## src/rtl/led_cnt_pkg.sv

```systemverilog
// Shared types and helpers for the multi-channel LED blink/one-shot controller.
package led_cnt_pkg;

    typedef enum logic [1:0] {
        LED_OFF     = 2'd0,
        LED_ON      = 2'd1,
        LED_BLINK   = 2'd2,
        LED_ONESHOT = 2'd3
    } mode_e;

    localparam int DIV_W_DEF = 12;
    localparam int PWM_W_DEF = 8;

    // Channel-select width; a single channel still gets a 1-bit select.
    function automatic int sel_w(input int n);
        return (n <= 1) ? 1 : $clog2(n);
    endfunction

endpackage

```

## src/rtl/led_cnt_ch.sv

```systemverilog
// One LED channel: divider/mode/phase registers, event pulse and optional PWM
// brightness gate (enabled by the LED_CNT_PWM_EN macro).
module led_cnt_ch
    import led_cnt_pkg::*;
#(
    parameter int DIV_W   = DIV_W_DEF,
    parameter int DIV_RST = 499,
    parameter int PWM_W   = PWM_W_DEF
) (
    input  logic             clk100,
    input  logic             rst,
    input  logic             tick_i,
    input  logic             wr_i,
    input  logic [DIV_W-1:0] div_i,
    input  mode_e            mode_i,
`ifdef LED_CNT_PWM_EN
    input  logic [PWM_W-1:0] bright_i,
    input  logic [PWM_W-1:0] pwm_cnt_i,
`endif
    output logic             phase_o,
    output logic             led_o,
    output logic             evt_o
);

    logic [DIV_W-1:0] div_q, div_d;
    logic [DIV_W-1:0] cnt_q, cnt_d;
    mode_e            mode_q, mode_d;
    logic             phase_q, phase_d;
    logic             evt_q, evt_d;
    logic             running;

    // A one-shot only counts while its phase is still high.
    assign running = (mode_q == LED_BLINK) || ((mode_q == LED_ONESHOT) && phase_q);

    always_comb begin
        // NOTE: every _d gets a default first so no path leaves it unassigned (no latch).
        div_d   = div_q;
        cnt_d   = cnt_q;
        mode_d  = mode_q;
        phase_d = phase_q;
        evt_d   = 1'b0;
        if (wr_i) begin
            div_d   = div_i;
            mode_d  = mode_i;
            cnt_d   = '0;
            phase_d = (mode_i == LED_ON) || (mode_i == LED_ONESHOT);
        end else if (tick_i && running) begin
            if (cnt_q >= div_q) begin
                cnt_d = '0;
                if (mode_q == LED_BLINK) begin
                    phase_d = ~phase_q;
                    evt_d   = ~phase_q;
                end else begin
                    phase_d = 1'b0;
                    evt_d   = 1'b1;
                end
            end else begin
                cnt_d = cnt_q + 1'b1;
            end
        end
    end

    always_ff @(posedge clk100 or posedge rst) begin
        // NOTE: state registers use non-blocking assignments so all update together at the edge.
        if (rst) begin
            div_q   <= DIV_W'(DIV_RST);
            cnt_q   <= '0;
            mode_q  <= LED_BLINK;
            phase_q <= 1'b0;
            evt_q   <= 1'b0;
        end else begin
            div_q   <= div_d;
            cnt_q   <= cnt_d;
            mode_q  <= mode_d;
            phase_q <= phase_d;
            evt_q   <= evt_d;
        end
    end

    assign phase_o = phase_q;
    assign evt_o   = evt_q;

`ifdef LED_CNT_PWM_EN
    logic [PWM_W-1:0] bright_q;
    logic             led_q;

    always_ff @(posedge clk100 or posedge rst) begin
        if (rst) begin
            bright_q <= '1;
            led_q    <= 1'b0;
        end else begin
            if (wr_i) begin
                bright_q <= bright_i;
            end
            led_q <= phase_q & (pwm_cnt_i < bright_q);
        end
    end

    assign led_o = led_q;
`else
    assign led_o = phase_q;
`endif

endmodule

```

## src/rtl/led_cnt_mc.sv

```systemverilog
// Multi-channel LED controller top: shared tick prescaler, write decode and
// NUM_CH channel instances. Define LED_CNT_PWM_EN for per-channel PWM brightness.
module led_cnt_mc
    import led_cnt_pkg::*;
#(
    parameter int NUM_CH   = 4,
    parameter int DIV_W    = DIV_W_DEF,
    parameter int PRESCALE = 100000,
    parameter int DIV_RST  = 499,
    parameter int PWM_W    = PWM_W_DEF
) (
    input  logic                      clk100,
    input  logic                      rst,
    input  logic                      wren_i,
    input  logic [sel_w(NUM_CH)-1:0]  ch_sel_i,
    input  logic [DIV_W-1:0]          div_i,
    input  logic [1:0]                mode_i,
    input  logic [PWM_W-1:0]          bright_i,
    output logic [NUM_CH-1:0]         led_int_o,
    output logic [NUM_CH-1:0]         led_o,
    output logic [NUM_CH-1:0]         evt_o
);

    localparam int SEL_W = sel_w(NUM_CH);
    localparam int PRE_W = $clog2(PRESCALE);

    logic [PRE_W-1:0] pre_q, pre_d;
    logic             tick_q, tick_d;

    always_comb begin
        tick_d = (pre_q == PRE_W'(PRESCALE - 1));
        pre_d  = tick_d ? '0 : pre_q + 1'b1;
    end

    always_ff @(posedge clk100 or posedge rst) begin
        if (rst) begin
            pre_q  <= '0;
            tick_q <= 1'b0;
        end else begin
            pre_q  <= pre_d;
            tick_q <= tick_d;
        end
    end

`ifdef LED_CNT_PWM_EN
    logic [PWM_W-1:0] pwm_cnt_q;

    always_ff @(posedge clk100 or posedge rst) begin
        if (rst) begin
            pwm_cnt_q <= '0;
        end else begin
            pwm_cnt_q <= pwm_cnt_q + 1'b1;
        end
    end
`else
    logic unused_bright;
    assign unused_bright = ^bright_i;
`endif

    // An out-of-range select matches no channel, so the write is dropped.
    for (genvar i = 0; i < NUM_CH; i++) begin : g_ch
        logic wr;
        assign wr = wren_i && (ch_sel_i == SEL_W'(i));

        led_cnt_ch #(
            .DIV_W  (DIV_W),
            .DIV_RST(DIV_RST),
            .PWM_W  (PWM_W)
        ) u_ch (
            .clk100   (clk100),
            .rst      (rst),
            .tick_i   (tick_q),
            .wr_i     (wr),
            .div_i    (div_i),
            .mode_i   (mode_e'(mode_i)),
`ifdef LED_CNT_PWM_EN
            .bright_i (bright_i),
            .pwm_cnt_i(pwm_cnt_q),
`endif
            .phase_o  (led_int_o[i]),
            .led_o    (led_o[i]),
            .evt_o    (evt_o[i])
        );
    end

endmodule

```

## config.mk

```make
export PLATFORM = sky130hd
export DESIGN_NAME = led_cnt_mc
export DESIGN_NICKNAME = d
export VERILOG_FILES = /design/src/rtl/led_cnt_pkg.sv /design/src/rtl/led_cnt_ch.sv /design/src/rtl/led_cnt_mc.sv
export SDC_FILE = /design/constraint.sdc
export NUM_CORES = 1
export LEC_CHECK = 0
export ABC_AREA = 1
export CORE_MARGIN = 1
export CORE_UTILIZATION = 26
export CTS_CLUSTER_SIZE = 28
export DETAILED_ROUTE_END_ITERATION = 8
export GPL_TIMING_DRIVEN = 0
export HOLD_SLACK_MARGIN = 0.08
export SLEW_MARGIN = 20
export SYNTH_ARGS = -nofsm -noshare
export SYNTH_HDL_FRONTEND = slang
export SYNTH_SLANG_ARGS = --single-unit
```

## constraint.sdc

```tcl
create_clock -name clk100 -period 4.1 [get_ports clk100]
set_input_delay 0.82 -clock clk100 [delete_from_list [all_inputs] [get_ports clk100]]
set_output_delay 0.82 -clock clk100 [all_outputs]
set_load 0.01 [all_outputs]
```

==> tab_implementation.tex, run 1 <==
\begin{tabular}{lr}
\hline
Metric & Value \\
\hline
\multicolumn{2}{l}{\textbf{Global routing}} \\
GRT met3 Usage & 3.07\% \\
Grt met1 use & 16.8\% \\
Vias in the first global route & 6024 \\
Overall track demand over capacity in global routing & 12.8\% \\
Pin count of the biggest net entering global routing & 31 \\
Most congested layer reported by global routing & met2 \\
Number of antenna violations at the first check in global routing & 0 \\
First-pass GRT wire length & 29600 um \\
Global route overflow & 0 \\
Met2 Resource Use GR & 20.8\% \\
\multicolumn{2}{l}{\textbf{Clock network}} \\
H-tree lvl count & 4 \\
CTS sink count & 130 \\
Maximum number of buffers from clock root to sink & 2 \\
TritonCTS clock tree & done \\
Worst skew pair latency & 420 ps \\
Post-CTS Setup Inserts & 0 \\
Number of buffers created by CTS & 17 \\
Count of cells resized by post-cts repair & 0 \\
Clock edge transition at the registers on the reported setup and hold paths & 60 ps \\
Count of hold-fix buffers inserted at cts & 0 \\
Root buffer selected by CTS & clkbuf\_16 \\
\multicolumn{2}{l}{\textbf{Hold path}} \\
Hold-critical path depth & 1 \\
Beginning of the worst hold path & pre\_q[0] \\
Worst min-delay path category & reg2reg \\
Worst min-delay path endpoint & pre\_q[0] \\
\multicolumn{2}{l}{\textbf{Setup path}} \\
Data required, critical path & 3280 ps \\
Worst-path cell chain & buf\_4 > clkdlybuf4s50\_1 \\
Worst r2r src & g\_ch[0].u\_ch.div\_q[7] \\
Register-to-register path setup slack & 2140 ps \\
Reg-to-Reg End & g\_ch[0].u\_ch.cnt\_q[0] \\
Worst Path Buf+Inv & 2 \\
Top fanout value on the critical path & 5 \\
Data arrival time at the worst-slack endpoint & 1510 ps \\
Kind of end point of the critical path & output pin \\
Crit path launch type & register \\
Kind of critical path & reg2out \\
Peak per-stage delay on the critical path & 520 ps \\
R2R depth & 11 \\
Kind of cell adding the most delay to the critical path & buffers and inverters \\
Cell with the biggest individual delay on the critical path & clkdlybuf4s50\_1 \\
\multicolumn{2}{l}{\textbf{Final layout}} \\
Layout Cell Area excl Fill & 9000 um2 \\
Fill count & 2962 \\
Number of antenna diodes & 0 \\
Post-layout util & 32.0\% \\
Area Growth Syn to Fin & 19.5\% \\
Final layout net count & 1101 \\
Fraction of final layout cells sized beyond drive strength 1 & 10.5\% \\
\multicolumn{2}{l}{\textbf{Drt}} \\
Final routed wirelength across all metal layers & 17300 um \\
Number of nets still failing antenna checks after routing & 0 \\
Number of iterations in the first detailed-routing pass & 4 \\
Starting DRC count in detailed routing & 381 \\
Detail-routed net length per standard cell & 12.3 um \\
Count of vias placed by the detailed router & 6133 \\
Via density per instance & 4.34 \\
DRC violation count after routing & 0 \\
\multicolumn{2}{l}{\textbf{Logic synthesis}} \\
Post-synth design cell area & 7530 um2 \\
Share of cell area taken by muxes after synthesis & 0\% \\
Net Count, Synth & 1047 \\
Number of warnings reported in the yosys synthesis log & 0 \\
Avg Inst Size Synth & 7.79 um2 \\
Synth unique cells & 32 \\
Xor and xnor area share after synthesis & 3.95\% \\
Simple-gate share of the synthesized area & 25.2\% \\
Total of flip-flops plus latches after synthesis & 130 \\
Cell count after synthesis & 967 \\
Complex-gate fraction of the synthesized area & 7.96\% \\
Area share of fa/ha/maj cells after synthesis & 8.80\% \\
Fraction of the yosys area taken by sequential cells & 43.7\% \\
Combinational family with the most area after synthesis & simple AND/OR/NAND/NOR gates \\
\multicolumn{2}{l}{\textbf{STA}} \\
Worst rel slew slack & 68.1\% \\
Fmax & 429 MHz \\
Final Skew & 8.51 ps \\
TNS Setup & 0 ps \\
Clock period minus worst slack & 2330 ps \\
Measured slew at the worst slew-check pin & 478 ps \\
Period Utilization, post-route & 56.8\% \\
Final Max Tran Viols & 0 \\
Count of endpoints failing setup in the final report & 0 \\
RSZ-0062 raised after global routing & false \\
Hold Fails Final Rpt & 0 \\
\multicolumn{2}{l}{\textbf{Place}} \\
Detailed placer's ending HPWL & 12900 um \\
Count of buffers from port buffering & 30 \\
Routability Congestion & 0.822 \\
Placement Cell Area & 8430 um2 \\
\multicolumn{2}{l}{\textbf{Floorplanning}} \\
Floorplan die area & 29700 um2 \\
Cell row count & 61 \\
Initial standard-cell utilization of the core & 26.7\% \\
Area of the core region & 28200 um2 \\
Die Span X & 172 um \\
I/O pin total & 39 \\
Die extent in y & 172 um \\
\multicolumn{2}{l}{\textbf{Power}} \\
Sequential Power Share & 43.2\% \\
Switching power summed over all nets & 896 uW \\
Share of total power consumed by net switching & 26.0\% \\
Combinational share of power & 13.1\% \\
Clock share of power & 43.7\% \\
Leakage component of the power & 0.00448 uW \\
Power density over the cells & 382 nW/um2 \\
Maximum VDD drop & 0.330 mV \\
Internal power contribution & 2550 uW \\
\multicolumn{2}{l}{\textbf{Run}} \\
Max-capacitance violation count & 0 \\
\multicolumn{2}{l}{\textbf{Run status}} \\
Outcome & complete, no violations \\
\hline
\end{tabular}
==> how the worst max path moves through the flow <==
stage	from	end	slack [ps]	depth (start not counted)
global placement	rst	g_ch[0].u_ch.cnt_q[8]	370	2
global route	g_ch[0].u_ch.led_o	led_o[0]	1680	2
finish	g_ch[3].u_ch.led_o	led_o[3]	1770	2
floorplan	rst	g_ch[0].u_ch.cnt_q[0]	1700	1
detailed placement	ch_sel_i[0]	g_ch[0].u_ch.div_q[3]	1540	6
CTS	g_ch[3].u_ch.led_o	led_int_o[3]	1730	2
==> cells in the final DEF, fill, tap and decap left out, drive strengths merged, types with 5 or more instances in the layout <==
| cell | synthesis | final |
|---|---|---|
| inv | 163 | 162 |
| nand3 | 72 | 72 |
| clkinv | 0 | 5 |
| nor2 | 75 | 75 |
| nor3 | 10 | 10 |
| xnor2 | 6 | 6 |
| nand2 | 266 | 266 |
| dfstp | 32 | 32 |
| nand4 | 15 | 15 |
| o21ai | 80 | 80 |
| dfrtp | 98 | 98 |
| ha | 53 | 53 |
| clkbuf | 4 | 28 |
| a21oi | 31 | 31 |
| xor2 | 28 | 28 |
| clkdlybuf4s50 | 0 | 30 |
| buf | 24 | 29 |
==> logic make-up (layout without fill, tap and decap cells) <==
| family | count (synthesis) | count (layout) |
|---|---|---|
| buffers and inverters | 191 | 258 |
| adder cells (fa/ha/maj) | 53 | 53 |
| AO/OA/AOI/OAI | 117 | 117 |
| XOR/XNOR | 34 | 34 |
| AND/OR/NAND/NOR | 442 | 442 |
| flip-flops | 130 | 130 |
==> per-stage QoR <==
stage          setup slack (ps)  power [uW]  hold slack, ps  instances
2_1_floorplan              1700        1790             450        967
3_3_place_gp                365        1940             467       1375
3_5_place_dp               1540        1970             477       1380
4_1_cts                    1730        3480             484       1412
5_1_grt                    1680        3620             507       1412
6_report                   1770        3440             480       1412
==> cell usage after synthesis, drive strengths merged <==
cell type  instances  area, um2
nand3             72        385
nor2              75        309
dfstp             32        841
o31ai              2       15.0
o21ai             80        400
inv              163        612
clkbuf             4       15.0
nand4             15       93.8
nand3b             2       15.0
nor3              10       66.3
nor4               1       6.26
xnor2              6       52.6
a21o               1       7.51
o22ai              1       6.26
o21bai             2       15.0
and2               1       6.26
xor2              28        245
dfrtp             98       2450
nand2            266       1020
a21oi             31        155
ha                53        663
buf               24        153
==> layout make-up <==
cell class                 count  area [um2]  share of cell area, %
timing repair buffer          35         415                   4.61
buffer                        28         168                   1.86
clock inverter                 8         104                   1.15
tap                          378         473                   5.25
inverter                     163         616                   6.84
clock buffer                  24         472                   5.24
sequential                   130        3290                   36.6
multi-input combinational    646        3460                   38.4
==> power groups by stage <==
stage	Clock, uW	Sequential, uW	Combinational [uW]
global placement	0	1510	430
finish	1510	1490	451
detailed placement	0	1510	459
CTS	1530	1490	460
floorplan	0	1490	307
global route	1590	1500	532
==> sequential cells by signal (all words and copies together), names as in the netlist <==
register and count:
g_ch.u_ch.evt_o 4, g_ch.u_ch.led_o 4, g_ch.u_ch.div_q 48, tick_q 1, pre_q 17, g_ch.u_ch.mode_q 8
g_ch.u_ch.cnt_q 48
==> metal layers <==
layer | vias to the layer above | wire length [um]
met2 | 78 | 7940
met5 | - | 0
met1 | 2891 | 8590
met4 | 0 | 213
li1 | 3146 | -
met3 | 18 | 554
(Power assumes the default switching activity.)
==> inputs of run 2 (changes only) <==
clock period = 2.1 ns   (was 4.1 ns; I/O delays follow)
==> tab_implementation.tex, run 2 (synthesized netlist as in run 1, its figures left out) <==
\begin{tabular}{lr}
\hline
Metric & Value \\
\hline
\multicolumn{2}{l}{\textbf{Place}} \\
Routability Congestion & 0.822 (unchanged) \\
Detailed placer's ending HPWL & 12900 um (unchanged) \\
Count of buffers from port buffering & 30 (unchanged) \\
\multicolumn{2}{l}{\textbf{Final layout}} \\
Final layout net count & 1101 (unchanged) \\
Most common cell after layout, fill and taps aside & nand2\_1 \\
Fill count & 2961 (-0.034\%) \\
Area Growth Syn to Fin & 19.5\% (about the same) \\
Number of antenna diodes & 0 (unchanged) \\
Highest-count cells in the layout ignoring fill and taps & 260 x nand2\_1, 160 x inv\_1, 98 x dfrtp\_1 \\
Fraction of final layout cells sized beyond drive strength 1 & 10.6\% (+0.097 points) \\
Largest registers & g\_ch.u\_ch.cnt\_q: 48 flops, g\_ch.u\_ch.div\_q: 48 flops, pre\_q: 17 flops \\
\multicolumn{2}{l}{\textbf{Global routing}} \\
First-pass GRT wire length & 29600 um (unchanged) \\
Pin count of the biggest net entering global routing & 31 (unchanged) \\
Number of antenna violations at the first check in global routing & 0 (unchanged) \\
Vias in the first global route & 6024 (unchanged) \\
Global route overflow & 0 (unchanged) \\
Overall track demand over capacity in global routing & 12.8\% (unchanged) \\
\multicolumn{2}{l}{\textbf{Floorplanning}} \\
Die Span X & 172 um (unchanged) \\
Cell row count & 61 (unchanged) \\
I/O pin total & 39 (unchanged) \\
Die extent in y & 172 um (unchanged) \\
Initial standard-cell utilization of the core & 26.7\% (unchanged) \\
Area of the core region & 28200 um2 (unchanged) \\
Floorplan die area & 29700 um2 (unchanged) \\
\multicolumn{2}{l}{\textbf{Power}} \\
Power density over the cells & 747 nW/um2 (+95\%) \\
Total design power & 6720 uW (+95\%) \\
Maximum VDD drop & 0.644 mV (+95\%) \\
Leakage component of the power & 0.00448 uW (about the same) \\
\multicolumn{2}{l}{\textbf{Drt}} \\
Number of iterations in the first detailed-routing pass & 4 (unchanged) \\
Detail-routed net length per standard cell & 12.3 um (+0.17\%) \\
Count of vias placed by the detailed router & 6124 (-0.15\%) \\
Final routed wirelength across all metal layers & 17300 um (+0.17\%) \\
DRC violation count after routing & 0 (unchanged) \\
Number of nets still failing antenna checks after routing & 0 (unchanged) \\
Via density per instance & 4.34 (-0.15\%) \\
Starting DRC count in detailed routing & 402 (+5.5\%) \\
\multicolumn{2}{l}{\textbf{Setup path}} \\
Kind of end point of the critical path & output pin \\
Data arrival time at the worst-slack endpoint & 1510 ps (about the same) \\
Top fanout value on the critical path & 5 (unchanged) \\
Kind of critical path & reg2out \\
Peak per-stage delay on the critical path & 520 ps (about the same) \\
Worst-path cell chain & buf\_4 > clkdlybuf4s50\_1 \\
Crit path launch type & register \\
Data required, critical path & 1680 ps (-1600 ps) \\
Cell with the biggest individual delay on the critical path & clkdlybuf4s50\_1 \\
\multicolumn{2}{l}{\textbf{Clock network}} \\
Count of hold-fix buffers inserted at cts & 0 (unchanged) \\
CTS sink count & 130 (unchanged) \\
Maximum number of buffers from clock root to sink & 2 (unchanged) \\
H-tree lvl count & 4 (unchanged) \\
Worst skew pair latency & 420 ps (about the same) \\
Clock edge transition at the registers on the reported setup and hold paths & 60 ps (about the same) \\
Root buffer selected by CTS & clkbuf\_16 \\
TritonCTS clock tree & done \\
Number of buffers created by CTS & 17 (unchanged) \\
\multicolumn{2}{l}{\textbf{Run}} \\
Max-capacitance violation count & 0 (unchanged) \\
\multicolumn{2}{l}{\textbf{Run status}} \\
Outcome & complete, no violations \\
\multicolumn{2}{l}{\textbf{STA}} \\
RSZ-0062 raised after global routing & false \\
TNS Setup & 0 ps (unchanged) \\
Fmax & 518 MHz \\
Measured slew at the worst slew-check pin & 476 ps (-1.88 ps) \\
Hold Fails Final Rpt & 0 (unchanged) \\
Final Skew & 8.20 ps (-0.318 ps) \\
Count of endpoints failing setup in the final report & 0 (unchanged) \\
Period Utilization, post-route & 91.9\% \\
Clock period minus worst slack & 1930 ps \\
Worst rel slew slack & 68.2\% (+0.16 points) \\
Final Max Tran Viols & 0 (unchanged) \\
\multicolumn{2}{l}{\textbf{Hold path}} \\
Worst min-delay path category & in2async \\
\hline
\end{tabular}
## run 2: path summary, 6_finish.rpt
path / slack (ps) / cells after the start / from / endpoint
max: 170 / 2 / g_ch[3].u_ch.led_o / led_o[3]
min: 400 / 2 / rst / g_ch[3].u_ch.cnt_q[0]
max reg2reg: 220 / 11 / g_ch[0].u_ch.div_q[7] / g_ch[0].u_ch.cnt_q[3]
min reg2reg: 480 / 1 / pre_q[0] / pre_q[0]
min in group clk100: 480 / 1 / pre_q[0] / pre_q[0]
max in group asynchronous: 720 / 5 / rst / g_ch[0].u_ch.div_q[7]
## run 2: per-stage QoR
step | instance area (um2) | utilization, % | hold slack (ps) | worst slack [ps] | instances
floorplan | 7540 | - | 450 | 96.9 | 967
global placement | 8310 | 29.5 | 467 | -1230 | 1375
detailed placement | 8430 | 29.9 | 477 | -63.5 | 1380
CTS | 9000 | 32.0 | 411 | 104 | 1412
global route | 9000 | 32.0 | 427 | 44.4 | 1412
finish | 9000 | 32.0 | 399 | 170 | 1412
## run 2: per-layer routing
layer / global-route usage, % / up-vias / wire [um]
met3: 3.07 / 17 / 548
li1: - / 3146 / -
met1: 16.8 / 2883 / 8610
met4: 3.54 / 0 / 212
met2: 20.8 / 78 / 7950
met5: 0 / - / 0
## run 2: cell type report
| cell class | count | area, um2 | share of cell area (%) |
|---|---|---|---|
| flip-flops and latches | 130 | 3290 | 36.6 |
| clock buffers | 24 | 472 | 5.24 |
| plain buffers | 28 | 168 | 1.86 |
| repair buffers | 35 | 415 | 4.61 |
| multi-input cells | 646 | 3460 | 38.5 |
| inverters | 163 | 616 | 6.84 |
| well taps | 378 | 473 | 5.25 |
| clock inverters | 8 | 104 | 1.15 |
## run 2: worst max-delay path, delay by kind of cell (launching register included)
| kind | cells | cell delay (ps) |
|---|---|---|
| buf+inv | 2 | 660 |
| flops | 1 | 430 |
## run 2: where the power goes
| group | switching [uW] | internal, uW |
|---|---|---|
| Clock | 1130 | 1810 |
| Combinational | 491 | 389 |
| Sequential | 130 | 2770 |
## run 2: timing repair
action / in CTS / in global routing
setup buffers: 0 / 0
gates resized for setup: 0 / 1
setup endpoints to repair: 0 / 4
